$ cat src/rtl/ram_bist_ctrl_pkg.sv
// Shared types and helpers for the March C- RAM BIST controller.
package bist_pkg;

    typedef enum logic [1:0] {IDLE, RUN, DRAIN, DONE} bist_state_e;
    typedef enum logic [2:0] {E0, E1, E2, E3, E4, E5} march_elem_e;
    typedef enum logic {READ, WRITE} bist_op_e;

    localparam int FAIL_CNT_W = 8;

    function automatic logic elem_down(march_elem_e e);
        return (e == E3) || (e == E4);
    endfunction

    function automatic logic elem_two_op(march_elem_e e);
        return (e != E0) && (e != E5);
    endfunction

    function automatic logic elem_wr_val(march_elem_e e);
        return (e == E1) || (e == E3);
    endfunction

    function automatic logic elem_rd_val(march_elem_e e);
        return (e == E2) || (e == E4);
    endfunction

    function automatic bist_op_e elem_first_op(march_elem_e e);
        return (e == E0) ? WRITE : READ;
    endfunction

endpackage

$ cat src/rtl/ram_bist_ctrl_addr_gen.sv
// Up/down address counter for one march element; parks at the element's end address.
module bist_addr_gen #(
    parameter int DEPTH  = 8,
    parameter int ADDR_W = $clog2(DEPTH)
) (
    input  logic              clk,
    input  logic              reset,
    input  logic              load,
    input  logic              load_down,
    input  logic              step,
    output logic [ADDR_W-1:0] addr,
    output logic              last
);

    localparam logic [ADDR_W-1:0] TOP = ADDR_W'(DEPTH - 1);

    logic [ADDR_W-1:0] addr_d, addr_q;
    logic              down_d, down_q;

    // Direction is latched on load so that last never depends on this cycle's control.
    assign last = down_q ? (addr_q == '0) : (addr_q == TOP);
    assign addr = addr_q;

    always_comb begin
        addr_d = addr_q;
        down_d = down_q;
        if (load) begin
            down_d = load_down;
            addr_d = load_down ? TOP : '0;
        end else if (step && !last) begin
            addr_d = down_q ? addr_q - ADDR_W'(1) : addr_q + ADDR_W'(1);
        end
    end

    always_ff @(posedge clk or posedge reset) begin
        if (reset) begin
            addr_q <= '0;
            down_q <= 1'b0;
        end else begin
            addr_q <= addr_d;
            down_q <= down_d;
        end
    end

endmodule

$ cat src/rtl/ram_bist_ctrl.sv
// March C- BIST controller for the FIFO storage RAM: sequencing, compare and results.
module ram_bist_ctrl
    import bist_pkg::*;
#(
    parameter int DEPTH  = 8,
    parameter int WIDTH  = 64,
    parameter int ADDR_W = $clog2(DEPTH)
) (
    input  logic                  clk,
    input  logic                  reset,
    input  logic                  start,
    output logic                  busy,
    output logic                  done,
    output logic                  pass,
    output logic [ADDR_W-1:0]     fail_addr,
    output logic [FAIL_CNT_W-1:0] fail_count,
    output logic                  bist_en,
    output logic                  bist_wr_en,
    output logic                  bist_rd_en,
    output logic [ADDR_W-1:0]     bist_addr,
    output logic [WIDTH-1:0]      bist_wr_data,
    input  logic [WIDTH-1:0]      bist_rd_data
);

    bist_state_e state_d, state_q;
    march_elem_e elem_d, elem_q;
    bist_op_e    op_d, op_q;

    logic busy_d, busy_q, done_d, done_q, pass_d, pass_q;
    logic en_d, en_q, wr_en_d, wr_en_q, rd_en_d, rd_en_q;
    logic wr_val_d, wr_val_q;
    logic rd_v_d, rd_v_q, exp_d, exp_q;
    logic [ADDR_W-1:0]     cmp_addr_d, cmp_addr_q;
    logic [ADDR_W-1:0]     fail_addr_d, fail_addr_q;
    logic [FAIL_CNT_W-1:0] fail_cnt_d, fail_cnt_q;

    logic              ag_load, ag_down, ag_step, ag_last;
    logic [ADDR_W-1:0] ag_addr;
    logic              mismatch;

    bist_addr_gen #(
        .DEPTH  (DEPTH),
        .ADDR_W (ADDR_W)
    ) u_addr_gen (
        .clk       (clk),
        .reset     (reset),
        .load      (ag_load),
        .load_down (ag_down),
        .step      (ag_step),
        .addr      (ag_addr),
        .last      (ag_last)
    );

    assign mismatch = rd_v_q && (bist_rd_data != {WIDTH{exp_q}});

    always_comb begin
        state_d     = state_q;
        elem_d      = elem_q;
        op_d        = op_q;
        busy_d      = busy_q;
        done_d      = 1'b0;
        pass_d      = pass_q;
        en_d        = en_q;
        wr_en_d     = 1'b0;
        rd_en_d     = 1'b0;
        wr_val_d    = wr_val_q;
        ag_load     = 1'b0;
        ag_down     = 1'b0;
        ag_step     = 1'b0;
        // Expected value and address travel one cycle behind the read strobe.
        rd_v_d      = rd_en_q;
        exp_d       = elem_rd_val(elem_q);
        cmp_addr_d  = ag_addr;
        fail_cnt_d  = fail_cnt_q;
        fail_addr_d = fail_addr_q;
        if (mismatch) begin
            if (fail_cnt_q != '1) fail_cnt_d = fail_cnt_q + FAIL_CNT_W'(1);
            if (fail_cnt_q == '0) fail_addr_d = cmp_addr_q;
        end
        unique case (state_q)
            IDLE: begin
                if (start) begin
                    state_d     = RUN;
                    elem_d      = E0;
                    op_d        = WRITE;
                    ag_load     = 1'b1;
                    busy_d      = 1'b1;
                    en_d        = 1'b1;
                    wr_en_d     = 1'b1;
                    wr_val_d    = 1'b0;
                    pass_d      = 1'b0;
                    fail_cnt_d  = '0;
                    fail_addr_d = '0;
                end
            end
            RUN: begin
                if (elem_two_op(elem_q) && op_q == READ) begin
                    op_d = WRITE;
                end else if (!ag_last) begin
                    ag_step = 1'b1;
                    op_d    = elem_first_op(elem_q);
                end else if (elem_q != E5) begin
                    elem_d  = march_elem_e'(elem_q + 3'd1);
                    ag_load = 1'b1;
                    ag_down = elem_down(elem_d);
                    op_d    = elem_first_op(elem_d);
                end else begin
                    state_d = DRAIN;
                end
                if (state_d == RUN) begin
                    rd_en_d  = (op_d == READ);
                    wr_en_d  = (op_d == WRITE);
                    wr_val_d = elem_wr_val(elem_d);
                end
            end
            DRAIN: begin
                state_d = DONE;
                busy_d  = 1'b0;
                en_d    = 1'b0;
                done_d  = 1'b1;
                pass_d  = (fail_cnt_d == '0);
            end
            DONE: begin
                state_d = IDLE;
            end
            default: begin
                state_d = IDLE;
            end
        endcase
    end

    always_ff @(posedge clk or posedge reset) begin
        if (reset) begin
            state_q     <= IDLE;
            elem_q      <= E0;
            op_q        <= WRITE;
            busy_q      <= 1'b0;
            done_q      <= 1'b0;
            pass_q      <= 1'b0;
            en_q        <= 1'b0;
            wr_en_q     <= 1'b0;
            rd_en_q     <= 1'b0;
            wr_val_q    <= 1'b0;
            rd_v_q      <= 1'b0;
            exp_q       <= 1'b0;
            cmp_addr_q  <= '0;
            fail_cnt_q  <= '0;
            fail_addr_q <= '0;
        end else begin
            state_q     <= state_d;
            elem_q      <= elem_d;
            op_q        <= op_d;
            busy_q      <= busy_d;
            done_q      <= done_d;
            pass_q      <= pass_d;
            en_q        <= en_d;
            wr_en_q     <= wr_en_d;
            rd_en_q     <= rd_en_d;
            wr_val_q    <= wr_val_d;
            rd_v_q      <= rd_v_d;
            exp_q       <= exp_d;
            cmp_addr_q  <= cmp_addr_d;
            fail_cnt_q  <= fail_cnt_d;
            fail_addr_q <= fail_addr_d;
        end
    end

    assign busy         = busy_q;
    assign done         = done_q;
    assign pass         = pass_q;
    assign fail_addr    = fail_addr_q;
    assign fail_count   = fail_cnt_q;
    assign bist_en      = en_q;
    assign bist_wr_en   = wr_en_q;
    assign bist_rd_en   = rd_en_q;
    assign bist_addr    = ag_addr;
    assign bist_wr_data = {WIDTH{wr_val_q}};

endmodule

$ cat config.mk
export PLATFORM = sky130hd
export DESIGN_NAME = ram_bist_ctrl
export DESIGN_NICKNAME = d
export VERILOG_FILES = /design/src/rtl/ram_bist_ctrl_pkg.sv /design/src/rtl/ram_bist_ctrl_addr_gen.sv /design/src/rtl/ram_bist_ctrl.sv
export SDC_FILE = /design/constraint.sdc
export NUM_CORES = 1
export LEC_CHECK = 0
export ABC_AREA = 1
export BUFFER_PORTS_ARGS = -buffer_cell sky130_fd_sc_hd__buf_2
export CORE_ASPECT_RATIO = 2
export CORE_MARGIN = 5
export CORE_UTILIZATION = 45
export CTS_BUF_LIST = sky130_fd_sc_hd__clkbuf_16
export DETAILED_ROUTE_END_ITERATION = 10
export GPL_TIMING_DRIVEN = 0
export PLACE_DENSITY = 0.81
export SLEW_MARGIN = 20
export SYNTH_ARGS = -nofsm -noshare
export SYNTH_HDL_FRONTEND = slang
export SYNTH_SLANG_ARGS = --single-unit
$ cat constraint.sdc
create_clock -name clk -period 2.2 [get_ports clk]
set_clock_uncertainty 0.05 [all_clocks]
set_input_delay 0.11 -clock clk [delete_from_list [all_inputs] [get_ports clk]]
set_output_delay 0.11 -clock clk [all_outputs]
set_load 0.03 [all_outputs]
**After elaboration in Yosys (flattened, before gate mapping)**

Index checks and enable logic that the tools add are counted.

- Register bits after elaboration: 32
- Input bits: 67
- Output and inout port bits: 84
- Word-level logic and storage cells: 114

- Add/sub/neg operators: 4
- Eq/ne operators: 16
- Muxes and demuxes: 55
- Bitwise logic cells: 2
- Reductions and logical operators: 21

Operators by type and width:

| cell | count |
|---|---|
| 64-bit inequality test | 1 |
| 3-bit 2-to-1 mux | 13 |
| 8-bit 2-to-1 mux | 4 |
| 1-bit 2-to-1 mux | 25 |
| 8-bit zero test | 2 |
| 1-bit one-hot mux with 2 select lines | 6 |
| 2-bit 2-to-1 mux | 5 |
| 3-bit by 2-bit equality test with 1-bit output (second input constant) | 3 |
| 3-bit equality test (second input constant) | 3 |
| 3-bit zero test | 3 |
| 8-bit by 1-bit adder with 8-bit output (second input constant) | 1 |
| 8-bit inequality test (second input constant) | 1 |
| 2-bit one-hot mux with 4 select lines | 1 |
| 3-bit by 1-bit adder with 3-bit output (second input constant) | 2 |
| 3-bit one-hot mux with 2 select lines | 1 |
| 2-bit nonzero test | 3 |
| 2-bit by 1-bit equality test with 1-bit output (second input constant) | 2 |
| 2-bit equality test (second input constant) | 2 |
| 1-bit logical AND | 4 |
| 2-bit inequality test (second input constant) | 2 |
| 2-bit AND reduction | 2 |
| 3-bit by 1-bit equality test with 1-bit output (second input constant) | 1 |
| 1-bit logical OR | 3 |
| 3-bit inequality test (second input constant) | 1 |
| other kinds (6) | 7 |

**Depth between registers and ports, before layout**

- Word-level depth: 10
- Depth in mapped cells: 15
- Depth with buffers taken out: 15

**Hierarchy**

From an unflattened synthesis, not the netlist that was laid out.

- Cells, all modules: 412
- Area, all modules: 2801.4 µm²

By module, submodules not included:

| module | times used | cells each | area an instance (µm²) | sequential area each (µm²) |
|---|---|---|---|---|
| ram_bist_ctrl | 1 | 374 | 2521.2 | 701.9 |
| bist_addr_gen | 1 | 38 | 280.3 | 100.1 |

**Least setup slack after synthesis**

OpenSTA, ideal clock, no wires.

- Path kind: register to register
- From: reg fail_cnt_q[1] (netlist: fail_count[1])
- To: reg pass_q (netlist: pass)
- Setup time: 0.117 ns
- Arrival time: 1.719 ns
- Required time: 2.033 ns
- Path slack: 0.314 ns
- Cell stages (with the launch flop): 12
- Path buffers: 0
- Period minus slack after synthesis: 1.886 ns
- Cells stage by stage: dfrtp_1 -> ha_1 -> nand3_1 -> nor2_1 -> nand4_1 -> nand2_1 -> inv_1 -> nand2_2 -> xor2_2 -> nor2_2 -> nand3_1 -> nand2_1

- Word-level cells in the longest chain between the ends: 5
- Elaborated cells on any way between the ends: 6
- Those cells by class: 1 x add/sub; 1 x eq/ne; 3 x mux; 1 x reduce/logical

RTL lines:

| what | line | source |
|---|---|---|
| from (decl) | ram_bist_ctrl.sv:35 | `logic [FAIL_CNT_W-1:0] fail_cnt_d, fail_cnt_q;` |
| from (signal assigned) | ram_bist_ctrl.sv:163 | `fail_cnt_q <= fail_cnt_d;` |
| 8-bit by 1-bit adder with 8-bit output / 8-bit inequality test (equally long branches) | ram_bist_ctrl.sv:77 | `if (fail_cnt_q != '1) fail_cnt_d = fail_cnt_q + FAIL_CNT_W'(1);` |
| 8-bit 2-to-1 mux | ram_bist_ctrl.sv:77 |  |
| 8-bit 2-to-1 mux (*) | ram_bist_ctrl.sv:76 | `if (mismatch) begin` |
| 8-bit zero test (*) | ram_bist_ctrl.sv:121 | `pass_d = (fail_cnt_d == '0);` |
| 1-bit one-hot mux with 2 select lines (*) | ram_bist_ctrl.sv:80 | `unique case (state_q)` |
| to (signal assigned) | ram_bist_ctrl.sv:155 | `pass_q <= pass_d;` |
| to (decl) | ram_bist_ctrl.sv:29 | `logic busy_d, busy_q, done_d, done_q, pass_d, pass_q;` |

Every way passes the cells marked *; elsewhere a longest branch is shown, timed or not.
A chain may end at the register's enable or synchronous reset.

**Worst setup path after layout**

- From: reg elem_q[0]
- To: reg u_addr_gen.addr_q[2] (netlist: u_addr_gen.addr[2])

- Word-level cells in the longest chain between the ends: 9
- Elaborated cells on any way between the ends: 22
- Those cells by class: 1 x add/sub; 3 x eq/ne; 12 x mux; 6 x reduce/logical

RTL lines:

| what | line | source |
|---|---|---|
| from (decl) | ram_bist_ctrl.sv:26 | `march_elem_e elem_d, elem_q;` |
| from (signal assigned) | ram_bist_ctrl.sv:151 | `elem_q <= elem_d;` |
| 3-bit by 1-bit adder with 3-bit output | ram_bist_ctrl.sv:103 | `elem_d = march_elem_e'(elem_q + 3'd1);` |
| 3-bit by 2-bit equality test with 1-bit output / 3-bit equality test (equally long branches) | ram_bist_ctrl_pkg.sv:11 | `return (e == E3) \|\| (e == E4);` |
| 1-bit logical OR | ram_bist_ctrl_pkg.sv:11 |  |
| 1-bit 2-to-1 mux | ram_bist_ctrl.sv:102 | `end else if (elem_q != E5) begin` |
| 1-bit 2-to-1 mux | ram_bist_ctrl.sv:99 | `end else if (!ag_last) begin` |
| 1-bit 2-to-1 mux | ram_bist_ctrl.sv:97 | `if (elem_two_op(elem_q) && op_q == READ) begin` |
| 1-bit 2-to-1 mux | ram_bist_ctrl.sv:80 |  |
| 3-bit 2-to-1 mux | ram_bist_ctrl_addr_gen.sv:29 | `addr_d = load_down ? TOP : '0;` |
| 3-bit 2-to-1 mux | ram_bist_ctrl_addr_gen.sv:27 | `if (load) begin` |
| to (signal assigned) | ram_bist_ctrl_addr_gen.sv:40 | `addr_q <= addr_d;` |
| to (decl) | ram_bist_ctrl_addr_gen.sv:17 | `logic [ADDR_W-1:0] addr_d, addr_q;` |

Parallel ways exist; a longest one is shown, timed or not.

==> summary.txt <==
Layout
  – Fraction of layout instances using a drive strength above 1: 0.450
  – Design area: 3800 um2
  – Sequential cell area: 805 um2
  – Final net count: 639
  – ANT cells: 0
  – Area grow syn2layout: 38.0%
  – Area of the multi-input gates: 1280 um2
  – Finished Layout Cells: 628
  – # fillers: 544

Routing
  – Routed len/inst: 11.6 um
  – # DRC: 0
  – Router iterations before antenna repair: 5
  – Iteration-0 DRC count of the detailed router: 85
  – DRT Wirelength: 7270 um
  – Remaining antenna violation count: 0
  – Detailed-route via count: 2961
  – Vias per std cell: 4.71

Timing
  – Post-layout min period: 2060 ps
  – Final slew viol count: 0
  – Worst Setup Slack, final: 142 ps
  – Least-Margin Pin Slew: 642 ps
  – Setup-failing EPs final: 0
  – Fmax: 486 MHz
  – Final number of hold-violating endpoints: 0
  – Final Cycle Share: 0.935
  – Slew margin rel.: 0.572

Setup path
  – CP Max Fanout: 4
  – Crit path largest cell delay: 360 ps
  – WS Path Type: reg2reg
  – Crit path cell chain: inv_1, ha_1, nand2_1, inv_1, nor3_2, nor2_1, nand2_2, nor2_2, nor2_2, nand2_1, nand2_1, a2bb2oi_1
  – Crit path max-delay cell type: dfrtp_1
  – Crit path required time: 2340 ps
  – R2R depth: 12
  – Worst EP arrival: 2200 ps
  – Worst setup SP type: flop
  – R2r setup slk: 140 ps
  – Most used cell, CP: nand2_1
  – Reg2Reg Launch Point: elem_q[0]
  – R2r endpoint: u_addr_gen.addr[2]
  – Worst Setup End Kind: flop

Hold path
  – Min-Delay Endpoint: bist_en
  – Hold Path Class: in2reg
  – Worst hold start: start
  – WHS Path Cells: 3

Synth
  – Post-Synth XOR/XNOR Area: 0.0250
  – EDFF count, synth: 0
  – Synth Area in Adders: 0.0391
  – Sequential share of the synthesized area: 0.291
  – Compound-Gate Fraction of Synth Area: 0.0550
  – Largest family of logic cells by synthesized area: simple AND/OR/NAND/NOR gates
  – Simple-Gate Fraction of Synth Area: 0.342
  – Syn_area_per_cell: 6.81 um2
  – Cell count after synthesis: 404
  – Mux contribution to synthesized area: 0
  – Top FF cell, synth: dfrtp_1
  – Top-area cell type share of the netlist area: 0.282
  – #FFs+latches synth: 32
  – Post-synth ARST share: 1.00
  – Synth warnings: 0
  – Synth cell types: 30
  – Commonest cells in the netlist: nand2_1, buf_4, nor2_1
  – Synth area leader: dfrtp_1
  – Most frequent cell after synthesis: nand2_1
  – Mapped cell area: 2750 um2
  – Syn_nets: 479
  – Largest cells by area after synthesis: dfrtp_1, buf_4, nand2_1, nor2_1, inv_1

Die
  – Core box area: 6010 um2
  – Die width: 65.3 um
  – I/O pin cnt: 151
  – # rows: 40
  – Die Height: 121 um
  – Die area: 7870 um2
  – Starting Density: 0.458

Clock network
  – CTS Buf Count: 5
  – CTS Buffer Depth: 2
  – H-tree Lvls: 2
  – CTS sink cnt: 32
  – Clock-pin slew on the worst setup and hold paths: 50 ps
  – Later-pin clock latency in the skew report: 280 ps
  – CTS tree: built
  – CTS Root Cell: clkbuf_16

Placement
  – Post-DP HPWL: 6000 um
  – IO Port Bufs: 150
  – Cell Area, Placed: 3600 um2
  – Placed cells: 618
  – Final GP Congestion: 0.941
  – Pre-CTS WS: -8.60 ps

Global routing
  – Vias in the first global route: 2783
  – GRT Total Usage: 0.184
  – GR Overflow Total: 0
  – First-pass GRT wire length: 11800 um
  – Largest net degree at the start of global routing: 55
  – Initial antenna violation count: 0

Flow run
  – Max-Cap Viols: 0

Power and ir drop
  – Power per cell area: 1380 nW/um2
  – Worst VDD drop: 1050 uV
  – Lkg Pwr: 2.38 nW

Status
  – Status: finished, final reports clean
repair_timing:
action	4_1_cts	5_1_grt
endpoints found under the hold margin	31	0
setup endpoints to repair	3	5
buffers inserted	0	1
hold buffers	1	0
gates cloned	0	0
resized for setup	1	4
pin swaps	0	1
flip-flops by register name, summed over array words and instances, names as in the netlist, named ones only:
name,flops
pass,1
op_q,1
rd_v_q,1
fail_addr,3
cmp_addr_q,3
u_addr_gen.addr,3
done,1
u_addr_gen.down_q,1
exp_q,1
bist_wr_en,1
bist_en,1
bist_rd_en,1
fail_count,8
state_q,1
elem_q,3
wr_val_q,1
layer usage:
metal,track usage,wire [um],up-vias
met5,0,0,-
met4,0.0610,191,0
met3,0.0409,545,26
met2,0.360,4060,127
met1,0.182,2470,1297
li1,-,-,1511
layout by cell type, fill, tap and decap left out, types with 2 or more instances in the layout:
master,synthesis,routed
nor2_1,58,56
nand4_1,4,4
nor2_2,4,6
ha_1,7,7
buf_4,65,66
a21oi_1,10,10
inv_2,1,2
nand2_2,8,9
nand3_1,17,17
nand2_1,97,96
o22ai_1,3,3
buf_2,0,150
clkbuf_16,0,5
o21ai_0,12,12
or2_1,2,2
nand3b_1,7,7
xnor2_1,2,2
dfrtp_1,31,29
dfrtp_2,0,2
nand2_4,2,2
xor2_1,4,4
or2_2,5,5
inv_1,46,46
nor3_1,10,9
worst max-delay path by stage:
stage                       start                  to  slack [ps]  depth (start not counted)
floorplan           fail_count[1]                pass         310                         11
global placement        elem_q[1]  u_addr_gen.addr[0]          80                         13
detailed placement      elem_q[1]  u_addr_gen.addr[0]          -9                         13
CTS                     elem_q[1]  u_addr_gen.addr[0]          20                         13
global route            elem_q[0]  u_addr_gen.addr[2]          -6                         12
finish                  elem_q[0]  u_addr_gen.addr[2]         140                         12
per-stage QoR:
stage / power [mW] / hold slack [ps] / utilization / TNS, ps
6_report: 5.24 / 218 / 0.632 / 0
5_1_grt: 5.63 / 257 / 0.632 / -6.05
4_1_cts: 5.24 / 216 / 0.630 / 0
3_5_place_dp: 4.45 / 192 / 0.600 / -8.60
3_3_place_gp: 4.40 / 334 / 0.596 / 0
2_1_floorplan: 3.61 / 175 / - / 0
power by group:
group	switching [mW]	internal, mW	total (mW)
logic	2.17	1.26	3.43
registers	0.212	0.844	1.06
clock network	0.233	0.526	0.760
worst max-delay path, delay by kind of cell (launching register included):
family | cells | cell delay, ps
simple gates | 8 | 1010
flops | 1 | 360
fa+ha+maj | 1 | 220
buf+inv | 2 | 160
compound gates | 1 | 160
kinds of logic (layout without fill, tap and decap cells):
kind of cell,Yosys count,after routing
simple gates,215,215
buf+inv,114,275
flops,32,32
compound gates,28,28
fa+ha+maj,8,8
xor+xnor,7,7
final cells by class:
cell class / count / area share
Sequential cell: 32 / 0.212
Buffer: 67 / 0.132
Timing Repair Buffer: 153 / 0.208
Clock inverter: 3 / 0.0102
Tap cell: 63 / 0.0208
Inverter: 47 / 0.0465
Multi-Input combinational cell: 258 / 0.338
Clock buffer: 5 / 0.0329
No activity file was read; power rests on OpenSTA's default activity.
